File: src/rtl/grad_batch_accumulator_if.sv
// rtl/grad_batch_accumulator_if.sv - gradient input/output stream bundle for grad_batch_accumulator
interface grad_batch_accumulator_if #(
    parameter int IDX_W = 2
) ();
    logic             grad_valid_in;
    logic [15:0]      grad_in;
    logic             grad_ready_out;
    logic [15:0]      grad_out;
    logic [IDX_W-1:0] grad_out_idx;
    logic             grad_out_valid;
    logic             grad_out_ready_in;

    // Producer of input beats and consumer of reduced gradients
    modport master (
        output grad_valid_in,
        output grad_in,
        input  grad_ready_out,
        input  grad_out,
        input  grad_out_idx,
        input  grad_out_valid,
        output grad_out_ready_in
    );

    // The accumulator itself
    modport slave (
        input  grad_valid_in,
        input  grad_in,
        output grad_ready_out,
        output grad_out,
        output grad_out_idx,
        output grad_out_valid,
        input  grad_out_ready_in
    );
endinterface

File: src/rtl/grad_batch_accumulator.sv
// rtl/grad_batch_accumulator.sv - saturating batch accumulator of Q8.8 gradients with shift averaging
module grad_batch_accumulator #(
    parameter int N_ELEM  = 4,
    parameter int IDX_W   = 2,
    parameter int BATCH_W = 8
) (
    input  logic               clk,
    input  logic               rst,
    input  logic               start_in,
    input  logic [BATCH_W-1:0] batch_size_in,
    input  logic [3:0]         avg_shift_in,
    grad_batch_accumulator_if.slave bus,
    output logic               busy_out,
    output logic               done_out,
    output logic               sat_out
);

    typedef enum logic [1:0] {
        IDLE  = 2'd0,
        ACCUM = 2'd1,
        EMIT  = 2'd2
    } state_t;

    state_t state_q, state_d;

    logic [BATCH_W-1:0] batch_q;
    logic [3:0]         shift_q;
    logic [IDX_W-1:0]   elem_cnt;
    logic [BATCH_W-1:0] sample_cnt;
    logic [IDX_W-1:0]   emit_idx;
    logic signed [15:0] acc [N_ELEM];
    logic               sat_q;
    logic               done_q;

    logic               start_go;
    logic               start_zero;
    logic               accept;
    logic               emit_hs;
    logic               elem_last;
    logic               sample_last;
    logic               emit_last;
    logic signed [15:0] acc_cur;
    logic signed [16:0] sum17;
    logic               sat_hit;
    logic signed [15:0] sat_val;
    logic signed [15:0] emit_acc;
    logic signed [15:0] emit_shifted;

    // Handshake qualifiers and the saturating adder for the element being accumulated
    always_comb begin
        start_go    = (state_q == IDLE) && start_in && (batch_size_in != '0);
        start_zero  = (state_q == IDLE) && start_in && (batch_size_in == '0);
        accept      = (state_q == ACCUM) && bus.grad_valid_in;
        emit_hs     = (state_q == EMIT) && bus.grad_out_ready_in;
        elem_last   = (elem_cnt == IDX_W'(N_ELEM - 1));
        sample_last = (sample_cnt == (batch_q - BATCH_W'(1)));
        emit_last   = (emit_idx == IDX_W'(N_ELEM - 1));
        acc_cur     = acc[elem_cnt];
        sum17       = {acc_cur[15], acc_cur} + {bus.grad_in[15], bus.grad_in};
        // Overflow of the 16-bit result shows as the two top bits of the 17-bit sum disagreeing
        sat_hit     = sum17[16] ^ sum17[15];
        if (sat_hit) begin
            sat_val = sum17[16] ? 16'sh8000 : 16'sh7FFF;
        end else begin
            sat_val = sum17[15:0];
        end
        emit_acc     = acc[emit_idx];
        emit_shifted = emit_acc >>> shift_q;
    end

    // State register
    always_ff @(posedge clk or posedge rst) begin
        if (rst) begin
            state_q <= IDLE;
        end else begin
            state_q <= state_d;
        end
    end

    // Next-state decode
    always_comb begin
        state_d = state_q;
        case (state_q)
            IDLE: begin
                if (start_go) begin
                    state_d = ACCUM;
                end
            end
            ACCUM: begin
                if (accept && elem_last && sample_last) begin
                    state_d = EMIT;
                end
            end
            EMIT: begin
                if (emit_hs && emit_last) begin
                    state_d = IDLE;
                end
            end
            default: state_d = IDLE;
        endcase
    end

    // Config latch, accumulators, counters, sticky saturation flag and done pulse
    always_ff @(posedge clk or posedge rst) begin
        if (rst) begin
            batch_q    <= '0;
            shift_q    <= '0;
            elem_cnt   <= '0;
            sample_cnt <= '0;
            emit_idx   <= '0;
            sat_q      <= 1'b0;
            done_q     <= 1'b0;
            for (int i = 0; i < N_ELEM; i++) begin
                acc[i] <= '0;
            end
        end else begin
            done_q <= start_zero || (emit_hs && emit_last);
            if (start_go) begin
                batch_q    <= batch_size_in;
                shift_q    <= avg_shift_in;
                elem_cnt   <= '0;
                sample_cnt <= '0;
                emit_idx   <= '0;
                sat_q      <= 1'b0;
                for (int i = 0; i < N_ELEM; i++) begin
                    acc[i] <= '0;
                end
            end
            if (accept) begin
                acc[elem_cnt] <= sat_val;
                if (sat_hit) begin
                    sat_q <= 1'b1;
                end
                if (elem_last) begin
                    elem_cnt   <= '0;
                    sample_cnt <= sample_cnt + BATCH_W'(1);
                    emit_idx   <= '0;
                end else begin
                    elem_cnt <= elem_cnt + IDX_W'(1);
                end
            end
            if (emit_hs) begin
                if (emit_last) begin
                    emit_idx <= '0;
                end else begin
                    emit_idx <= emit_idx + IDX_W'(1);
                end
            end
        end
    end

    // Outputs decode purely from registered state
    always_comb begin
        bus.grad_ready_out = (state_q == ACCUM);
        bus.grad_out_valid = (state_q == EMIT);
        bus.grad_out       = (state_q == EMIT) ? emit_shifted : 16'h0000;
        bus.grad_out_idx   = (state_q == EMIT) ? emit_idx : '0;
        busy_out           = (state_q != IDLE);
        done_out           = done_q;
        sat_out            = sat_q;
    end

endmodule
File: src/flat_wrapper.sv
// flat-port wrapper written by rule: the top's interface ports become plain ports
module grad_batch_accumulator_flat 
#(
    parameter int N_ELEM  = 4,
    parameter int IDX_W   = 2,
    parameter int BATCH_W = 8
)
  (clk, rst, start_in, batch_size_in, avg_shift_in, busy_out, done_out, sat_out, bus_grad_valid_in, bus_grad_in, bus_grad_ready_out, bus_grad_out, bus_grad_out_idx, bus_grad_out_valid, bus_grad_out_ready_in);
  grad_batch_accumulator_if #(.IDX_W(IDX_W)) bus_i ();
  input  logic clk;
  input  logic rst;
  input  logic start_in;
  input  logic [BATCH_W-1:0] batch_size_in;
  input  logic [3:0] avg_shift_in;
  output logic busy_out;
  output logic done_out;
  output logic sat_out;
  input wire logic [$bits(bus_i.grad_valid_in)-1:0] bus_grad_valid_in;
  input wire logic [$bits(bus_i.grad_in)-1:0] bus_grad_in;
  output wire logic [$bits(bus_i.grad_ready_out)-1:0] bus_grad_ready_out;
  output wire logic [$bits(bus_i.grad_out)-1:0] bus_grad_out;
  output wire logic [$bits(bus_i.grad_out_idx)-1:0] bus_grad_out_idx;
  output wire logic [$bits(bus_i.grad_out_valid)-1:0] bus_grad_out_valid;
  input wire logic [$bits(bus_i.grad_out_ready_in)-1:0] bus_grad_out_ready_in;
  assign bus_i.grad_valid_in = bus_grad_valid_in;
  assign bus_i.grad_in = bus_grad_in;
  assign bus_grad_ready_out = bus_i.grad_ready_out;
  assign bus_grad_out = bus_i.grad_out;
  assign bus_grad_out_idx = bus_i.grad_out_idx;
  assign bus_grad_out_valid = bus_i.grad_out_valid;
  assign bus_i.grad_out_ready_in = bus_grad_out_ready_in;
  grad_batch_accumulator #(.N_ELEM(N_ELEM), .IDX_W(IDX_W), .BATCH_W(BATCH_W)) u_core (.clk(clk), .rst(rst), .start_in(start_in), .batch_size_in(batch_size_in), .avg_shift_in(avg_shift_in), .bus(bus_i), .busy_out(busy_out), .done_out(done_out), .sat_out(sat_out));
endmodule
File: config.mk
export PLATFORM = sky130hd
export DESIGN_NAME = grad_batch_accumulator_flat
export DESIGN_NICKNAME = d
export VERILOG_FILES = /design/src/rtl/grad_batch_accumulator_if.sv /design/src/rtl/grad_batch_accumulator.sv /design/src/flat_wrapper.sv
export SDC_FILE = /design/constraint.sdc
export NUM_CORES = 1
export LEC_CHECK = 0
export ABC_AREA = 0
export ABC_CLOCK_PERIOD_IN_PS = 5100
export BUFFER_PORTS_ARGS = -buffer_cell sky130_fd_sc_hd__buf_2
export CELL_PAD_IN_SITES_DETAIL_PLACEMENT = 0
export CELL_PAD_IN_SITES_GLOBAL_PLACEMENT = 1
export CORE_UTILIZATION = 43
export CTS_BUF_LIST = sky130_fd_sc_hd__clkbuf_16
export DETAILED_ROUTE_END_ITERATION = 8
export PLACE_DENSITY_LB_ADDON = 0.1
export SKIP_CTS_REPAIR_TIMING = 1
export SLEW_MARGIN = 25
export SYNTH_ARGS = -nofsm -noshare
export SYNTH_HDL_FRONTEND = slang
export SYNTH_SLANG_ARGS = --single-unit
File: constraint.sdc
create_clock -name clk -period 5.1 [get_ports clk]
set_input_delay 1.02 -clock clk [delete_from_list [all_inputs] [get_ports clk]]
set_output_delay 1.02 -clock clk [all_outputs]
set_load 0.01 [all_outputs]
## Word level (Yosys, flattened, before mapping)

Index checks and enable logic that the tools add are counted.

| operators by class | value |
|---|---|
| $lt $le $gt $ge | 3 |
| bitwise logic cells | 3 |
| equal/unequal tests | 8 |
| shift-type cells | 1 |
| $add $sub $neg | 5 |
| multiplexer cells | 33 |
| reductions and logical operators | 16 |

Operators by type and width:

| operator | number |
|---|---|
| $mux W16 | 8 |
| $mux W64 | 2 |
| $bmux W16 S2 | 2 |
| $bwmux W64 | 1 |
| $demux W16 S2 | 1 |
| $mux W2 | 12 |
| $mux W8 | 3 |
| $add A16 B16 Y17 | 1 |
| $sshr A16 B4 Y16 | 1 |
| $logic_and A1 B1 Y1 | 9 |
| $add A8 B1 Y8 const B | 1 |
| $eq A8 B8 Y1 | 1 |
| $logic_not A8 Y1 | 1 |
| $reduce_bool A8 Y1 | 1 |
| $sub A8 B1 Y8 const B | 1 |
| $eq A2 B2 Y1 const B | 3 |
| $ge A3 B3 Y1 const B | 2 |
| $ne A2 B1 Y1 const B | 3 |
| $not A2 Y3 | 2 |
| $pmux W2 S3 | 1 |
| $add A2 B1 Y2 const B | 2 |
| $reduce_bool A2 Y1 | 2 |
| $lt A3 B1 Y1 const B | 1 |
| $mux W1 | 3 |
| 5 further kinds | 5 |

| storage, ports and cells | value |
|---|---|
| register bits after elaboration | 92 |
| output and inout port bits | 23 |
| word-level logic and storage cells | 81 |

## Longest topological paths before layout

Gate-level depths: netlist of run 1.

| logic depth | value |
|---|---|
| depth in word-level cells | 9 |
| gate-level depth with buffers | 12 |
| mapped depth without buffers | 10 |

## Least setup slack after synthesis of run 1

No wires, ideal clock.

| timing | value |
|---|---|
| path type | register to register |
| from | register u_core.elem_cnt[0] |
| to | register u_core.acc[13] (netlist bit) |
| setup time | 0.136 ns |
| path buffers | 3 |
| arrival time | 3.587 ns |
| clock period less this slack | 3.723 ns |
| path slack | 1.377 ns |
| cell stages (with the launch flop) | 12 |
| path through | dfrtp_1 clkbuf_1 buf_2 mux4_2 ha_1 a21oi_1 o21ai_0 and3b_1 or4_4 buf_6 a221oi_1 nand3_1 |

| on the way | value |
|---|---|
| longest elaborated chain between the ends | 9 |
| elaborated cells on any way between the ends | 15 |

Ends and longest elaborated chain:

| item | line | RTL |
|---|---|---|
| from (decl) | grad_batch_accumulator.sv:28 | `logic [IDX_W-1:0] elem_cnt;` |
| from (signal assigned) | grad_batch_accumulator.sv:139 | `elem_cnt <= elem_cnt + IDX_W'(1);` |
| $not A2 Y3 (implied by the code) (*) | grad_batch_accumulator.sv:58, grad_batch_accumulator.sv:130 |  |
| $bmux W16 S2 | grad_batch_accumulator.sv:58 | `acc_cur = acc[elem_cnt];` |
| $mux W16 (implied by the code) (2 in a row) | grad_batch_accumulator.sv:58 |  |
| $add A16 B16 Y17 | grad_batch_accumulator.sv:59 | `sum17 = {acc_cur[15], acc_cur} + {bus.grad_in[15], bus.grad_in};` |
| $mux W16 / $xor A1 B1 Y1 (equally long branches) | grad_batch_accumulator.sv:63, grad_batch_accumulator.sv:61 |  |
| $mux W16 | grad_batch_accumulator.sv:62 | `if (sat_hit) begin` |
| $bwmux W64 (*) | grad_batch_accumulator.sv:130 | `acc[elem_cnt] <= sat_val;` |
| $mux W64 (*) | grad_batch_accumulator.sv:129 | `if (accept) begin` |
| to (signal, indexed assignment) | grad_batch_accumulator.sv:130 |  |
| to (decl) | grad_batch_accumulator.sv:31 | `logic signed [15:0] acc [N_ELEM];` |

Every way passes the cells marked *; elsewhere a longest branch is shown, timed or not. The select of a mux whose other input is x is not followed.
A chain may end at the register's enable or synchronous reset.

## Final worst setup path of run 1

| timing | value |
|---|---|
| from | register u_core.emit_idx[0] |
| to | output bus_grad_out[2] |

| on the way | value |
|---|---|
| longest elaborated chain between the ends | 6 |

Ends and longest elaborated chain:

| item | line | RTL |
|---|---|---|
| from (decl) | grad_batch_accumulator.sv:30 | `logic [IDX_W-1:0] emit_idx;` |
| from (signal assigned) | grad_batch_accumulator.sv:146 | `emit_idx <= emit_idx + IDX_W'(1);` |
| $not A2 Y3 (implied by the code) | grad_batch_accumulator.sv:67 | `emit_acc = acc[emit_idx];` |
| $bmux W16 S2 | grad_batch_accumulator.sv:67 |  |
| $mux W16 (implied by the code) (2 in a row) | grad_batch_accumulator.sv:67 |  |
| $sshr A16 B4 Y16 | grad_batch_accumulator.sv:68 | `emit_shifted = emit_acc >>> shift_q;` |
| $mux W16 | grad_batch_accumulator.sv:156 | `bus.grad_out = (state_q == EMIT) ? emit_shifted : 16'h0000;` |
| to (decl) | flat_wrapper.sv:21 | `output wire logic [$bits(bus_i.grad_out)-1:0] bus_grad_out;` |

Every way passes these cells. The select of a mux whose other input is x is not followed.

==> metrics.txt, run 1 <==
status=finished, violations left; violated checks=DRC; antenna-violating nets left=0; Post-Syn Nets=740; cts bufs inserted=9; CTS clock-pin slew for the worst setup and hold paths=approximately 70 ps; relative slew slack=0.3265; WP data required=between 4000 and 5000 ps; initial antenna violation count=0; router iterations before antenna repair=7; worst path bufs/invs=2; number of vias per cell=6.074; Setup-failing EPs final=0; CTS max path bufs=2; post-layout instance area=7248 µm²; worst slew pin tran=1010 ps; placed cell area=6900 µm²; Cell variety after synth=64; critical path data arrival time=slightly above 3000 ps; cell count of the worst reg-to-reg path=11; RSZ-0062 raised after global routing=no; area grow syn2layout=11.62%; Hold Fails Final Rpt=0; routed wire length=18.12 mm; width of the die=124.9 µm; Min-Delay Path Class=reg -> reg; Placer Congestion=between 0.8 and 0.9; crit path cell chain=buf_4 > mux4_2 > mux2_2 > mux2_2 > o21ai_0 > o22ai_1 > buf_2; CTS Root Cell=clkbuf_16; io pins=56; fraction of layout cells with a size suffix above 1=0.2111; vias in the first global route=5499; core area=14640 µm²; synth cell count leaders=92 x dfrtp_1, 75 x nand3_1, 68 x nand2_1; initial DRC count=286; Worst Setup Slack, final=1040 ps; Congestion Overflow GR=0; final setup TNS=0 ps; synthesized area=6494 µm²; WL per Instance=20.04 µm; IO buf count=55; max-cap violation count=0; pin count of the biggest net entering global routing=54; Critical Path Source Type=flip-flop; Skew-Pair Late Insertion Delay=350 ps; Final Slew Violations=0; Post-Syn Instances=683; kind of critical path=reg -> out; Sink Count=92; Place WS=1170 ps; first-pass GRT wire length=approximately 30 mm; Syn. warnings=0; die extent in y=124.9 µm; drt drc=6; critical path endpoint category=primary output; Post-DP HPWL=13.31 mm; Syn Area/Cell=9.508 µm²; synth top area cells=dfrtp_1 35%, mux4_2 12%, nand3_1 5.8%; CTS tree=yes; CP max stage delay=roughly 730 ps; Async SR Flop Fraction=1.000; hold-critical path depth=2; Post-synth EDFFs=0; Seq cells post-synth=92; Initial Util=0.4434; via count=5491; ant diodes=0; die area=15600 µm²; Tot GR Track Use=0.2475; most used cell, CP=mux2_2; dominant synthesized flop cell=dfrtp_1; nets=~770; number of cells on the critical path=7; fmax=246.3 MHz; Std-Cell Rows=44; Synth area leader=dfrtp_1; Fin Clk Skew=8.458 ps; Largest delay share family, worst path=multiplexers; Tcrit/Tclk final=0.7961; critical path peak fanout=11; sequential cell area fraction in the yosys report=0.3545; most frequent cell after synthesis=dfrtp_1; H-tree depth=3; critical path's slowest cell=dfrtp_1; shortest period the worst path allows=4060 ps; post-synth top area share=0.3545
[worst register-to-register path, delay by kind of cell (launching register included)]
family	cells	cell delay [ps]
flops	1	790
simple gates	1	260
compound gates	4	1100
fa+ha+maj	3	1090
mux	1	230
buf+inv	2	370
[metrics by stage]
stage | util | std cells | hold slack, ps
floorplan | - | 683 | 460.5
global placement | 0.4707 | 888 | 487.5
detailed placement | 0.4712 | 888 | 490.4
CTS | 0.4950 | 904 | 508.4
global route | 0.4950 | 904 | 521.7
finish | 0.4950 | 904 | 510.1
[registers in the layout, summed over array words and instances (netlist names)]
signal,flops
u_core.batch_q,8
u_core.acc,64
u_core.done_out,1
u_core.sample_cnt,8
u_core.elem_cnt,2
u_core.shift_q,4
u_core.sat_out,1
u_core.state_q,2
u_core.emit_idx,2
[worst paths after layout]
kind	from	slack (ps)	endpoint
max	u_core.emit_idx[0]$_DFF_PP0_	1040	bus_grad_out[2]
min	u_core.batch_q[7]$_DFFE_PP0P_	510	u_core.batch_q[7]$_DFFE_PP0P_
max reg2reg	u_core.elem_cnt[0]$_DFFE_PP0P_	1170	u_core.acc[33]$_DFF_PP0_
min reg2reg	u_core.batch_q[7]$_DFFE_PP0P_	510	u_core.batch_q[7]$_DFFE_PP0P_
max in group asynchronous	rst	3140	u_core.sample_cnt[4]$_DFF_PP0_
min in group asynchronous	rst	780	u_core.state_q[0]$_DFFE_PP0P_
[placed cells by master, fill, tap and decap left out, types with 4 or more instances in the layout]
cell	Yosys	final
a211oi_1	8	8
a21o_1	6	6
a21oi_1	32	32
a31oi_1	6	6
and2_1	5	5
and3_1	4	4
buf_2	6	55
buf_4	2	12
clkbuf_16	0	9
dfrtp_1	92	92
ha_1	23	23
inv_1	18	18
maj3_2	7	7
mux2_2	14	14
mux2i_1	13	13
mux4_2	35	35
nand2_1	68	68
nand2b_1	6	6
nand3_1	75	74
nand4_1	4	4
nor2_1	26	26
nor2b_1	5	5
nor3_1	8	8
nor4_1	7	7
o21ai_0	49	49
o21ai_1	30	30
o22ai_1	5	5
o31ai_1	20	20
or3_1	4	4
xnor2_1	10	10
xor2_1	9	9
[final cells by class]
cell class              instances  area (µm²)
fillers                      1406        7396
multi-input cells             526        3930
flip-flops and latches         92        2302
repair buffers                 67       365.4
well taps                     184       230.2
clock buffers                   9       225.2
clock inverters                 7       122.6
inverters                      19       72.57
[metal layers]
layer	up-vias	global-route usage	routed length, µm
met2	111	0.4227	8983
met5	-	0	0
met3	27	0.04553	631
met4	0	0.07461	463
met1	2712	0.3191	8038
li1	2641	-	-
[kinds of logic (layout without fill, tap and decap cells)]
group                      after synthesis  count (layout)  synth area share
and+or+nand+nor                        225             225            0.1694
muxes                                   62              62            0.1657
adders and majority gates               34              34           0.06416
AOI/OAI and AO/OA                      186             186            0.1784
xor gates and xnor gates                19              19           0.02563
buffers and inverters                   65             102           0.04219
DFF                                     92              92            0.3545
Power of run 1 is left out: the tool's default activity adds up to more than one toggle a clock period on the data nets, which glitch-free logic cannot reach.
==> run 2: changes to the inputs <==
Settings changed: ABC_AREA 0 to 1, ABC_CLOCK_PERIOD_IN_PS 5100 to 3650, CORE_UTILIZATION 43 to 39.
Clock period 5.1 ns to 3.65 ns, I/O delays scaled along.
==> metrics.txt, run 2 <==
status=finished, final reports clean; Leak=0.004074 µW; Syn Area/Cell=6.616 µm² (-30%); max-cap violation count=0 (unchanged); RSZ-0062 raised after global routing=no; Skew-Pair Late Insertion Delay=350 ps (about the same); initial DRC count=405 (+42%); critical path's slowest cell=fa_1; initial antenna violation count=0 (unchanged); Post-DP HPWL=15.04 mm (+13%); drt drc=0 (-6); Critical Path Source Type=flip-flop; sequential cell area fraction in the yosys report=0.3349 (-0.01962); die extent in y=134.8 µm (+7.9%); final setup TNS=0 ps (unchanged); Async SR Flop Fraction=1.000 (unchanged); worst slew pin tran=813.1 ps (-197.1 ps); antenna-violating nets left=0 (unchanged); Tcrit/Tclk final=0.9043; post-synth top area share=0.3349 (-0.01962); clock power share=0.103; core area=17240 µm² (+18%); Top Registers=u_core.acc (64), u_core.batch_q (8), u_core.sample_cnt (8); Placer Congestion=0.8254 (-5.4%); CTS tree=yes; Post-Syn Nets=1096 (+48%); nets=1137 (+47%); WP data required=3950 ps (-130 ps); CP max stage delay=430 ps (-300 ps); CTS clock-pin slew for the worst setup and hold paths=70 ps (about the same); combinational share of power=0.692; Final Slew Violations=0 (unchanged); Worst IR Drop VDD=729.6 µV; sequential power share=0.205; Cell variety after synth=41 (-36%); most used cell, CP=nand2_1; ant diodes=0 (unchanged); area grow syn2layout=11.78%; relative slew slack=0.4579 (+0.1314); Syn. warnings=0 (unchanged); post-layout instance area=7684 µm² (+6.0%); width of the die=134.8 µm (+7.9%); critical path peak fanout=16 (+5); pin count of the biggest net entering global routing=45 (-17%); most frequent cell after synthesis=nand2_1; Seq cells post-synth=92 (unchanged); IO buf count=55 (unchanged); H-tree depth=3 (unchanged); synth cell count leaders=426 x nand2_1, 127 x nand3_1, 92 x dfrtp_1; Hold Fails Final Rpt=0 (unchanged); Final Core Density=0.4458 (-0.04918); Largest Register=u_core.acc; WL per Instance=16.53 µm (-18%); placed cell area=7358 µm² (+6.6%); cts bufs inserted=9 (unchanged); Min-Delay Path Class=reg -> reg; net switching power=4918 µW; io pins=56 (unchanged); Pint=approximately 4000 µW; die area=18160 µm² (+16%); Tot GR Track Use=0.2489 (+0.001424); number of vias per cell=5.153 (-15%); CTS max path bufs=2 (unchanged); WHS=489.8 ps (-20.25 ps); Setup-failing EPs final=0 (unchanged); most common cell after layout, fill and taps aside=nand2_1; Sink Count=92 (unchanged); Post-Syn Instances=1039 (+52%); via count=6750 (+23%); fill count=1898 (+35%); Initial Util=0.3988 (-0.04463); synthesized area=6874 µm² (+5.9%); Congestion Overflow GR=0 (unchanged); critical path endpoint category=flip-flop; Std-Cell Rows=48 (+9.1%); P per Cell Area=1164 nW/µm²; routed wire length=21.65 mm (+20%); critical path data arrival time=3600 ps (+560 ps); vias in the first global route=6290 (+14%); fraction of layout cells with a size suffix above 1=0.1309 (-0.08024); kind of critical path=reg -> reg; crit path cell chain=clkinv_1 > buf_4 > a32oi_1 > inv_1 > fa_1 > inv_1 > nand2_1 > nand2_1 > nand3_1 > nand2_2 > nand2_2 > nand3_2 > nand2_4 > nand2_4 > nand2_1 > nand2_1 > nand2_1 > nand2_1; Fin Clk Skew=7.051 ps (-1.408 ps); dominant synthesized flop cell=dfrtp_1; commonest non-fill, non-tap cells in the layout=425 x nand2_1, 127 x nand3_1, 92 x dfrtp_1; shortest period the worst path allows=3301 ps; router iterations before antenna repair=5 (-2); Switching Fraction=0.5500; Largest register FFs=64 (unchanged); CTS Root Cell=clkbuf_16; Post-synth EDFFs=0 (unchanged); Synth area leader=dfrtp_1; first-pass GRT wire length=34.48 mm (+15%); fmax=303.0 MHz; synth top area cells=dfrtp_1 33%, nand2_1 23%, nand3_1 9.2%
## run 2: worst paths after layout
kind | to | from | cells past startpoint | slack (ps)
max in group asynchronous | u_core.acc[21]$_DFF_PP0_ | rst | 3 | 2370
max | u_core.acc[53]$_DFF_PP0_ | u_core.elem_cnt[1]$_DFFE_PP0P_ | 18 | 350
min in group asynchronous | u_core.shift_q[3]$_DFFE_PP0P_ | rst | 2 | 500
min reg2reg | u_core.sat_out$_DFF_PP0_ | u_core.sat_out$_DFF_PP0_ | 2 | 490
min | u_core.sat_out$_DFF_PP0_ | u_core.sat_out$_DFF_PP0_ | 2 | 490
max reg2reg | u_core.acc[53]$_DFF_PP0_ | u_core.elem_cnt[1]$_DFFE_PP0P_ | 18 | 350
## run 2: final cells by class
cell class              instances  area, µm²  area share
clock inverters                 7      52.55    0.006839
clock buffers                   9      225.2     0.02931
repair buffers                 75      475.5     0.06188
well taps                     225      281.5     0.03664
inverters                      63      237.7     0.03094
flip-flops and latches         92       2302      0.2996
multi-input cells             839       4109      0.5348
## run 2: cells by family after synthesis
| kind of cell | Yosys count | share of synthesized area |
|---|---|---|
| flip-flops | 92 | 0.3349 |
| XOR/XNOR | 19 | 0.02421 |
| adder cells (fa/ha/maj) | 24 | 0.04478 |
| multiplexers | 4 | 0.006552 |
| buffers and inverters | 108 | 0.06771 |
| AO/OA/AOI/OAI | 112 | 0.08864 |
| AND/OR/NAND/NOR | 680 | 0.4332 |
## run 2: critical path, delay by kind of cell, from the launching register on
| family | cells | cell delay, ps |
|---|---|---|
| flops | 1 | 360 |
| fa+ha+maj | 1 | 430 |
| buf+inv | 4 | 790 |
| compound gates | 1 | 340 |
| simple gates | 12 | 1340 |
## run 2: metal layers
metal | wire, µm | global-route usage | vias up
li1 | - | - | 3436
met1 | 10610 | 0.3551 | 3143
met2 | 9797 | 0.3946 | 154
met3 | 978 | 0.03303 | 17
met4 | 265 | 0.06617 | 0
met5 | 0 | 0 | -
## run 2: power groups by stage
stage | clock [µW] | combinational, µW | sequential [µW]
finish | 918 | 6190 | 1840
global route | 966 | 6920 | 1910
CTS | 927 | 5980 | 1830
detailed placement | 0 | 5960 | 1850
global placement | 0 | 5940 | 1850
floorplan | 0 | 4690 | 1710
## run 2: stage by stage
step | std cells | total power [µW] | setup slack, ps
2_1_floorplan | 1039 | 6408 | 528.0
3_3_place_gp | 1291 | 7788 | 324.9
3_5_place_dp | 1291 | 7803 | 176.2
4_1_cts | 1307 | 8738 | 141.9
5_1_grt | 1310 | 9796 | 52.21
6_report | 1310 | 8943 | 349.4
Note: power is estimated with default switching activity, not from simulation.
==> run 3: changes to the inputs <==
Settings changed: ABC_AREA 1 to unset, CORE_UTILIZATION 39 to 43.
==> metrics.txt, run 3 (synthesis results as in run 1) <==
initial antenna violation count=0 (unchanged); post-layout instance area=7332 µm² (-4.6%); fraction of layout cells with a size suffix above 1=0.2299 (+0.09906); CTS clock-pin slew for the worst setup and hold paths=60 ps (about the same); critical path peak fanout=11 (-5); via count=5535 (-18%); Tot GR Track Use=0.2356 (-0.01332); final setup TNS=0 ps (unchanged); max-cap violation count=0 (unchanged); antenna-violating nets left=0 (unchanged); drt drc=6 (+6); pin count of the biggest net entering global routing=52 (+16%); die extent in y=124.9 µm (-7.3%); H-tree depth=3 (unchanged); Largest Register=u_core.acc; routed wire length=17.85 mm (-18%); Critical Path Source Type=flip-flop; CP max stage delay=560 ps (+130 ps); WP data required=3870 ps (-80 ps); Largest register FFs=64 (unchanged); critical path data arrival time=3660 ps (+60 ps); CTS tree=yes; WL per Instance=19.42 µm (+18%); kind of critical path=reg -> reg; commonest non-fill, non-tap cells in the layout=92 x dfrtp_1, 74 x nand3_1, 68 x nand2_1; fmax=290.6 MHz (-4.1%); shortest period the worst path allows=3442 ps (+140.9 ps); die area=15600 µm² (-14%); crit path cell chain=buf_12 > mux4_2 > ha_1 > a211oi_2 > o211ai_1 > buf_4 > and4b_1 > or4_4 > a31oi_1 > o31ai_1; io pins=56 (unchanged); relative slew slack=0.4420 (-0.01586); Post-DP HPWL=12.90 mm (-14%); placed cell area=7020 µm² (-4.6%); status=finished, violations left; Final Slew Violations=0 (unchanged); IO buf count=55 (unchanged); critical path endpoint category=flip-flop; Congestion Overflow GR=0 (unchanged); Setup-failing EPs final=0 (unchanged); Std-Cell Rows=44 (-8.3%); width of the die=124.9 µm (-7.3%); Hold Fails Final Rpt=0 (unchanged); cts bufs inserted=9 (unchanged); Placer Congestion=0.8607 (+4.3%); initial DRC count=377 (-6.9%); vias in the first global route=5426 (-14%); core area=14640 µm² (-15%); Top Registers=u_core.acc (64), u_core.batch_q (8), u_core.sample_cnt (8); router iterations before antenna repair=7 (+2); number of vias per cell=6.023 (+17%); fill count=1410 (-26%); cell count of the worst reg-to-reg path=10 (-8); most common cell after layout, fill and taps aside=dfrtp_1; Sink Count=92 (unchanged); critical path's slowest cell=or4_4; Min-Delay Path Class=in -> async; nets=787 (-31%); CTS max path bufs=2 (unchanged); violated checks=DRC; worst slew pin tran=836.9 ps (+23.79 ps); first-pass GRT wire length=28.58 mm (-17%); RSZ-0062 raised after global routing=no; Initial Util=0.4434 (+0.04463); CTS Root Cell=clkbuf_16; ant diodes=0 (unchanged); Tcrit/Tclk final=0.9429 (+0.03860); Skew-Pair Late Insertion Delay=350 ps (about the same); area grow syn2layout=12.91%; Fin Clk Skew=8.965 ps (+1.914 ps)
## run 3: cell count changes in the layout (fill, tap and decap cells not counted), moves of 29 or more
cell / previous run / this run
inv_1: 51 / 17
mux4_2: 0 / 35
nand2_1: 425 / 68
nand3_1: 127 / 74
nor2_1: 73 / 26
o21ai_1: 2 / 31
## run 3: metal layers
layer  track usage  vias to the layer above  routed length, µm
met4       0.08034                        0                406
met1        0.3147                     2738               8204
li1              -                     2669                  -
met3       0.03522                       23                571
met2        0.3913                      105               8664
met5             0                        -                  0
## run 3: path summary, 6_finish.rpt
| kind | startpoint | endpoint | slack [ps] |
|---|---|---|---|
| min in group clk | u_core.state_q[0]$_DFFE_PP0P_ | u_core.done_out$_DFF_PP0_ | 500 |
| worst max register to register | u_core.elem_cnt[0]$_DFFE_PP0P_ | u_core.acc[46]$_DFF_PP0_ | 210 |
| worst min-delay path | rst | u_core.acc[41]$_DFF_PP0_ | 490 |
| worst min register to register | u_core.state_q[0]$_DFFE_PP0P_ | u_core.done_out$_DFF_PP0_ | 500 |
| max in group asynchronous | rst | u_core.acc[2]$_DFF_PP0_ | 2440 |
| worst max-delay path | u_core.elem_cnt[0]$_DFFE_PP0P_ | u_core.acc[46]$_DFF_PP0_ | 210 |
## run 3: per-stage QoR
stage                     hold WS, ps  utilization  instances  setup WS, ps
after floorplan                 460.5            -        683         154.0
after global placement          491.7       0.4794        900         201.7
after detailed placement        496.6       0.4794        900         141.3
after CTS                       506.5       0.4976        916         126.9
after global routing            539.4       0.5007        919         48.27
final                           491.8       0.5007        919         208.5
## run 3: layout make-up
type / instances / area, µm² / area share
multi-input cells: 527 / 3953 / 0.5391
flip-flops and latches: 92 / 2302 / 0.3140
repair buffers: 81 / 508.0 / 0.06928
well taps: 184 / 230.2 / 0.03140
clock buffers: 9 / 225.2 / 0.03072
inverters: 19 / 72.57 / 0.009898
clock inverters: 7 / 41.29 / 0.005631
## run 3: critical path: cells and delay by family (launching register included)
| kind | cells | cell delay [ps] |
|---|---|---|
| buffers and inverters | 2 | 360 |
| muxes | 1 | 550 |
| DFF | 1 | 400 |
| and+or+nand+nor | 2 | 790 |
| AOI/OAI and AO/OA | 4 | 880 |
| adders and majority gates | 1 | 330 |
Power of run 3 is left out for the same reason.
